## config.mk

```make
export PLATFORM = sky130hd
export DESIGN_NAME = frame_buffer_ctrl
export DESIGN_NICKNAME = d
export VERILOG_FILES = /design/src/rtl/frame_buffer_ctrl.sv
export SDC_FILE = /design/constraint.sdc
export NUM_CORES = 1
export LEC_CHECK = 0
export CAP_MARGIN = 20
export CORE_MARGIN = 3
export CORE_UTILIZATION = 31
export CTS_CLUSTER_SIZE = 30
export DETAILED_ROUTE_END_ITERATION = 10
export HOLD_SLACK_MARGIN = 0.06
export PLACE_DENSITY = 0.93
export SKIP_CTS_REPAIR_TIMING = 1
export SLEW_MARGIN = 40
export SYNTH_ARGS = -nofsm -noshare
export SYNTH_HDL_FRONTEND = slang
export SYNTH_SLANG_ARGS = --single-unit
```

## constraint.sdc

```tcl
create_clock -name clk_i -period 2.1 [get_ports clk_i]
set_input_delay 0.525 -clock clk_i [delete_from_list [all_inputs] [get_ports clk_i]]
set_output_delay 0.525 -clock clk_i [all_outputs]
set_load 0.1 [all_outputs]
```

## src/rtl/frame_buffer_ctrl.sv

```systemverilog
// Single-port RAM frame buffer: fills DEPTH words from an upstream stream,
// then drains them in address order downstream, alternating strictly.
module frame_buffer_ctrl #(
    parameter int unsigned WIDTH   = 32,
    parameter int unsigned DEPTH   = 256,
    localparam int unsigned ADDR_BW = $clog2(DEPTH)
) (
    input  logic               clk_i,
    input  logic               rst_i,
    input  logic [WIDTH-1:0]   data_i,
    input  logic               valid_i,
    output logic               ready_o,
    output logic [WIDTH-1:0]   data_o,
    output logic               valid_o,
    input  logic               ready_i,
    output logic               last_o,
    output logic               mem_en_o,
    output logic               mem_wr_en_o,
    output logic [ADDR_BW-1:0] mem_addr_o,
    output logic [WIDTH-1:0]   mem_data_o,
    input  logic [WIDTH-1:0]   mem_data_i
);

    localparam logic [ADDR_BW-1:0] LAST_ADDR = ADDR_BW'(DEPTH - 1);

    typedef enum logic {
        ST_FILL  = 1'b0,
        ST_DRAIN = 1'b1
    } state_e;

    state_e             state_q, state_d;
    logic [ADDR_BW-1:0] wr_ptr_q, wr_ptr_d;
    logic [ADDR_BW-1:0] rd_ptr_q, rd_ptr_d;
    logic               rd_done_q, rd_done_d;
    logic               rd_valid_q, rd_valid_d;
    logic               rd_last_q, rd_last_d;

    logic wr_fire_c;
    logic rd_issue_c;
    logic out_hs_c;

    // RAM accesses are suppressed while reset is asserted so nothing is written mid-reset.
    assign wr_fire_c  = (state_q == ST_FILL) && valid_i && !rst_i;
    assign rd_issue_c = (state_q == ST_DRAIN) && !rd_done_q && (!rd_valid_q || ready_i) && !rst_i;
    assign out_hs_c   = rd_valid_q && ready_i;

    // State register
    always_ff @(posedge clk_i or posedge rst_i) begin
        if (rst_i) begin
            state_q    <= ST_FILL;
            wr_ptr_q   <= '0;
            rd_ptr_q   <= '0;
            rd_done_q  <= 1'b0;
            rd_valid_q <= 1'b0;
            rd_last_q  <= 1'b0;
        end else begin
            state_q    <= state_d;
            wr_ptr_q   <= wr_ptr_d;
            rd_ptr_q   <= rd_ptr_d;
            rd_done_q  <= rd_done_d;
            rd_valid_q <= rd_valid_d;
            rd_last_q  <= rd_last_d;
        end
    end

    // Next-state and pointer update
    always_comb begin
        state_d    = state_q;
        wr_ptr_d   = wr_ptr_q;
        rd_ptr_d   = rd_ptr_q;
        rd_done_d  = rd_done_q;
        rd_valid_d = rd_valid_q;
        rd_last_d  = rd_last_q;

        if (state_q == ST_FILL) begin
            if (wr_fire_c) begin
                wr_ptr_d = wr_ptr_q + ADDR_BW'(1);
                if (wr_ptr_q == LAST_ADDR) begin
                    state_d = ST_DRAIN;
                end
            end
        end else begin
            // A new read replaces the presented word at the same edge that hands it off.
            if (rd_issue_c) begin
                rd_ptr_d   = rd_ptr_q + ADDR_BW'(1);
                rd_done_d  = (rd_ptr_q == LAST_ADDR);
                rd_valid_d = 1'b1;
                rd_last_d  = (rd_ptr_q == LAST_ADDR);
            end else if (out_hs_c) begin
                rd_valid_d = 1'b0;
                rd_last_d  = 1'b0;
                if (rd_last_q) begin
                    state_d   = ST_FILL;
                    rd_ptr_d  = '0;
                    rd_done_d = 1'b0;
                end
            end
        end
    end

    // Outputs; the RAM holds its read data while disabled, so data_o is stable under stall.
    always_comb begin
        ready_o     = (state_q == ST_FILL);
        valid_o     = rd_valid_q;
        last_o      = rd_valid_q && rd_last_q;
        data_o      = mem_data_i;
        mem_en_o    = wr_fire_c || rd_issue_c;
        mem_wr_en_o = wr_fire_c;
        mem_addr_o  = (state_q == ST_FILL) ? wr_ptr_q : rd_ptr_q;
        mem_data_o  = data_i;
    end

endmodule

```

# [After elaboration in Yosys (flattened, before gate mapping)]
# Cells that the tools add are included.
[classes] eq_ne=2 bitwise_logic=1 muxes=16 addsub=2 n_reduce_logical=17
[op_table] op="$mux 8" count=4
[op_table] op="$add 8x1->8 const B" count=2
[op_table] op="$eq 8x8->1 const B" count=2
[op_table] op="$mux 1" count=12
[op_table] op="$logic_and 1x1->1" count=7
[op_table] op="$reduce_and 2->1" count=2
[op_table] op="$reduce_bool 2->1" count=2
[op_table] op="$logic_not 1->1" count=3
[op_table] op="$reduce_and 3->1" count=1
[op_table] op="$logic_or 1x1->1" count=2
[op_table] op="$not 1->1" count=1
[word_totals] register_bits=20 inputBits=68 output_inout_bits=77 word_cells=44

# [Depth between registers and ports, before layout]
[depth] ltp_word=6 depth_mapped=5

# [Worst setup path after synthesis]
# Ideal clock, no wire load.
[synth_timing] kind="register -> output" start="reg state_q" end="out mem_addr_o[6]" t_arrival_ns=2.834 stages_incl_launch_ff=4 required_time_ns=1.575 path_slack_ns=-1.259 path_buffers=2 cell_sequence="dfrtp_1 -> buf_6 -> clkbuf_1 -> o21ai_0"
[synth_via] elab_chain_cells=1
[synth_lines] element="from (decl)" line="31" text="state_e state_q, state_d;"
[synth_lines] element="from (signal assigned)" line="57" text="state_q <= state_d;"
[synth_lines] element="$mux 8" line="109" text="mem_addr_o = (state_q == ST_FILL) ? wr_ptr_q : rd_ptr_q;"
[synth_lines] element="to (decl)" line="19" text="output logic [ADDR_BW-1:0] mem_addr_o,"
# No other way between the ends.

# [Worst setup path after layout]
[layout_timing] start="in valid_i" end="out mem_en_o"
[layout_via] elab_chain_cells=3
[layout_lines] element="from (decl)" line="11" text="input logic valid_i,"
[layout_lines] element="$logic_and 1x1->1 (2 in a row)" line="43" text="assign wr_fire_c = (state_q == ST_FILL) && valid_i && !rst_i;"
[layout_lines] element="$logic_or 1x1->1" line="107" text="mem_en_o = wr_fire_c || rd_issue_c;"
[layout_lines] element="to (decl)" line="17" text="output logic mem_en_o,"
# No other way between the ends.

==> impl_metrics.json <==
{
  "status": "completed",
  "drive_gt1_frac": 0.348,
  "reg2reg_to": "wr_ptr_q[5]",
  "worst_pin_slew_ns": 0.469,
  "cts_tree": "done",
  "fill_cells": 472,
  "irDropWorstVdd_v": 0.00109,
  "rows": 25,
  "die_y_um": 76.8,
  "die_area_um2": 5900,
  "setup_violations": 0,
  "num_antenna_cells": 0,
  "dr.first_iter.drc_count": 53,
  "dp_cells": 196,
  "grt_pass1_wl_mm": 4.46,
  "yosysTopAreaCell": "dfrtp_1",
  "nets": 206,
  "antenna_found_initial": 0,
  "top_level_ports": 145,
  "grt_pass1_vias": 979,
  "worstSkewPairLatency_ns": 0.26,
  "synth.yosys.seq_area_share": 0.322,
  "port_buffers": 16,
  "p_leak_nw": 0.692,
  "core_um2": 4790,
  "wl_mm": 2.71,
  "hold_viol_final": 0,
  "worstPathArrival_ns": 1.55,
  "critical_path_required_ns": 1.57,
  "relSlewSlack": 0.686,
  "cts_made_buffers": 3,
  "crit_fanout": 2,
  "ys.flop_type": "dfrtp_1",
  "crit_path_end_kind": "primary output",
  "area_growth_pct": 1.69,
  "async_flop_share": 1.00,
  "reg2reg_depth": 7,
  "slew_violations": 0,
  "htree_num_levels": 1,
  "post_synth_num_cell_types": 32,
  "clk_pin_slew_worst_paths_ns": 0.07,
  "place_area_um2": 1490,
  "wl_per_cell_um": 13.4,
  "antenna_left": 0,
  "syn_inst": 171,
  "synth_edf_count": 0,
  "dpl.hpwl_mm": 1.98,
  "first_pass_iters": 4,
  "route.detailed.drc": 0,
  "netlist_area_um2": 1560,
  "worstSetupPathType": "in2out",
  "period_needed_ns": 2.08,
  "die-width_um": 76.8,
  "yosys-top-cells-area": "dfrtp_1, buf_4, mux2_2, nand3_1, nand2_1",
  "hp-class": "in2async",
  "vias": 962,
  "max_freq_mhz": 481,
  "finClkSkew_ns": 0.00207,
  "p_per_area_nw_per_um2": 1040,
  "rsz0062_at_grt": "no",
  "crit_path_start_kind": "primary input",
  "track_usage": 0.0957,
  "yosys_warnings": 0,
  "yosys.area.top_type_share": 0.322,
  "finalPower_mw": 1.64,
  "reg2reg_slack_ns": 0.43,
  "fin_cells": 202,
  "synth-seq-cells": 20,
  "grt-ovfl-total": 0,
  "fin_area_um2": 1580,
  "synth_nets": 241,
  "regToRegStartpoint": "state_q",
  "fin_crit_sh": 0.990,
  "vias_per_cell": 4.76,
  "maxCapViolCount": 0,
  "ctsLongestPathBuffers": 2,
  "gp_congestion": 0.851,
  "initial_core_util": 0.325,
  "grt_max_degree": 21,
  "root_buffer": "clkbuf_8",
  "cts.sinks": 20,
  "avgSynthCellArea_um2": 9.09
}
power breakdown:
part / internal (mW) / leakage (nW) / switching [mW]
Combinational: 0.319 / 0.406 / 0.543
Sequential: 0.439 / 0.263 / 0.0824
Clock: 0.135 / 0.0228 / 0.123
cells by family after synthesis:
kind of cell	after synthesis	synth area share
compound gates	19	0.0788
xor+xnor	7	0.0394
fa+ha+maj	2	0.0161
buf+inv	71	0.331
flops	20	0.322
mux	8	0.0579
simple gates	44	0.154
critical path, stage by stage:
cell and delay (ns):
clkdlybuf4s50_1 0.42, nor3b_4 0.16, or2b_4 0.27, buf_12 0.17
per-stage QoR:
stage | hold slack (ns) | TNS [ns] | util | setup slack, ns
6_report | 0.478 | 0 | 0.330 | 0.0220
5_1_grt | 0.517 | 0 | 0.330 | 0.00924
4_1_cts | 0.501 | -0.297 | 0.322 | -0.251
3_5_place_dp | 0.491 | -0.304 | 0.312 | -0.232
3_3_place_gp | 0.486 | -0.257 | 0.312 | -0.213
2_1_floorplan | 0.459 | -0.453 | - | -0.420
per-layer routing:
layer	share of wire	vias up	track usage	wire length (um)
li1	-	443	-	-
met4	0.054	0	0.0942	145
met5	0	-	0	0
met3	0.099	24	0.0411	268
met1	0.44	450	0.117	1180
met2	0.41	45	0.121	1120
cells in the final DEF, fill, tap and decap left out, types with 2 or more instances in the layout:
cell	instances
nand4_1	4
or3_1	2
o21ai_0	6
nand2_1	11
dlymetal6s2s_1	2
ha_1	2
dfrtp_1	19
a31oi_1	3
xnor2_1	4
xor2_1	3
clkbuf_8	3
nor2_1	3
mux2_2	8
or2_2	2
buf_12	12
buf_4	12
nand3_1	8
nor3_1	3
inv_1	4
a21oi_1	3
and3_1	3
flip-flops by register name, summed over array words and instances (netlist names):
name / count
rd_done_q: 1
rd_last_q: 1
rd_ptr_q: 8
state_q: 1
valid_o: 1
wr_ptr_q: 8
worst max-delay path by stage:
stage               startpoint       end  slack [ns]  depth (start not counted)
floorplan              valid_i  mem_en_o       -0.42                          2
CTS                    ready_i  mem_en_o       -0.25                          5
global placement       ready_i  mem_en_o       -0.21                          5
global route           valid_i  mem_en_o       0.009                          4
finish                 valid_i  mem_en_o        0.02                          4
detailed placement     ready_i  mem_en_o       -0.23                          5
final cells by class:
cell class | count | area, um^2 | share of cell area
multi-input combinational | 80 | 571 | 0.361
sequential | 20 | 502 | 0.317
timing repair buffer | 27 | 365 | 0.231
tap | 67 | 83.8 | 0.0530
clock buffer | 4 | 45.0 | 0.0285
inverter | 4 | 15.0 | 0.00949
cells in the mapped netlist, types with 2 or more instances:
cell type,count
xnor2_1,4
ha_1,2
buf_4,64
nor3_1,3
or3_1,2
mux2_2,8
nand4_1,4
o21ai_0,7
dfrtp_1,20
inv_1,4
a21oi_1,3
nor2_1,4
and3_1,3
a31oi_1,3
nand2_1,11
nand3_1,9
nand2b_1,2
or2_2,2
xor2_1,3
No activity file was read; power rests on OpenSTA's default activity.
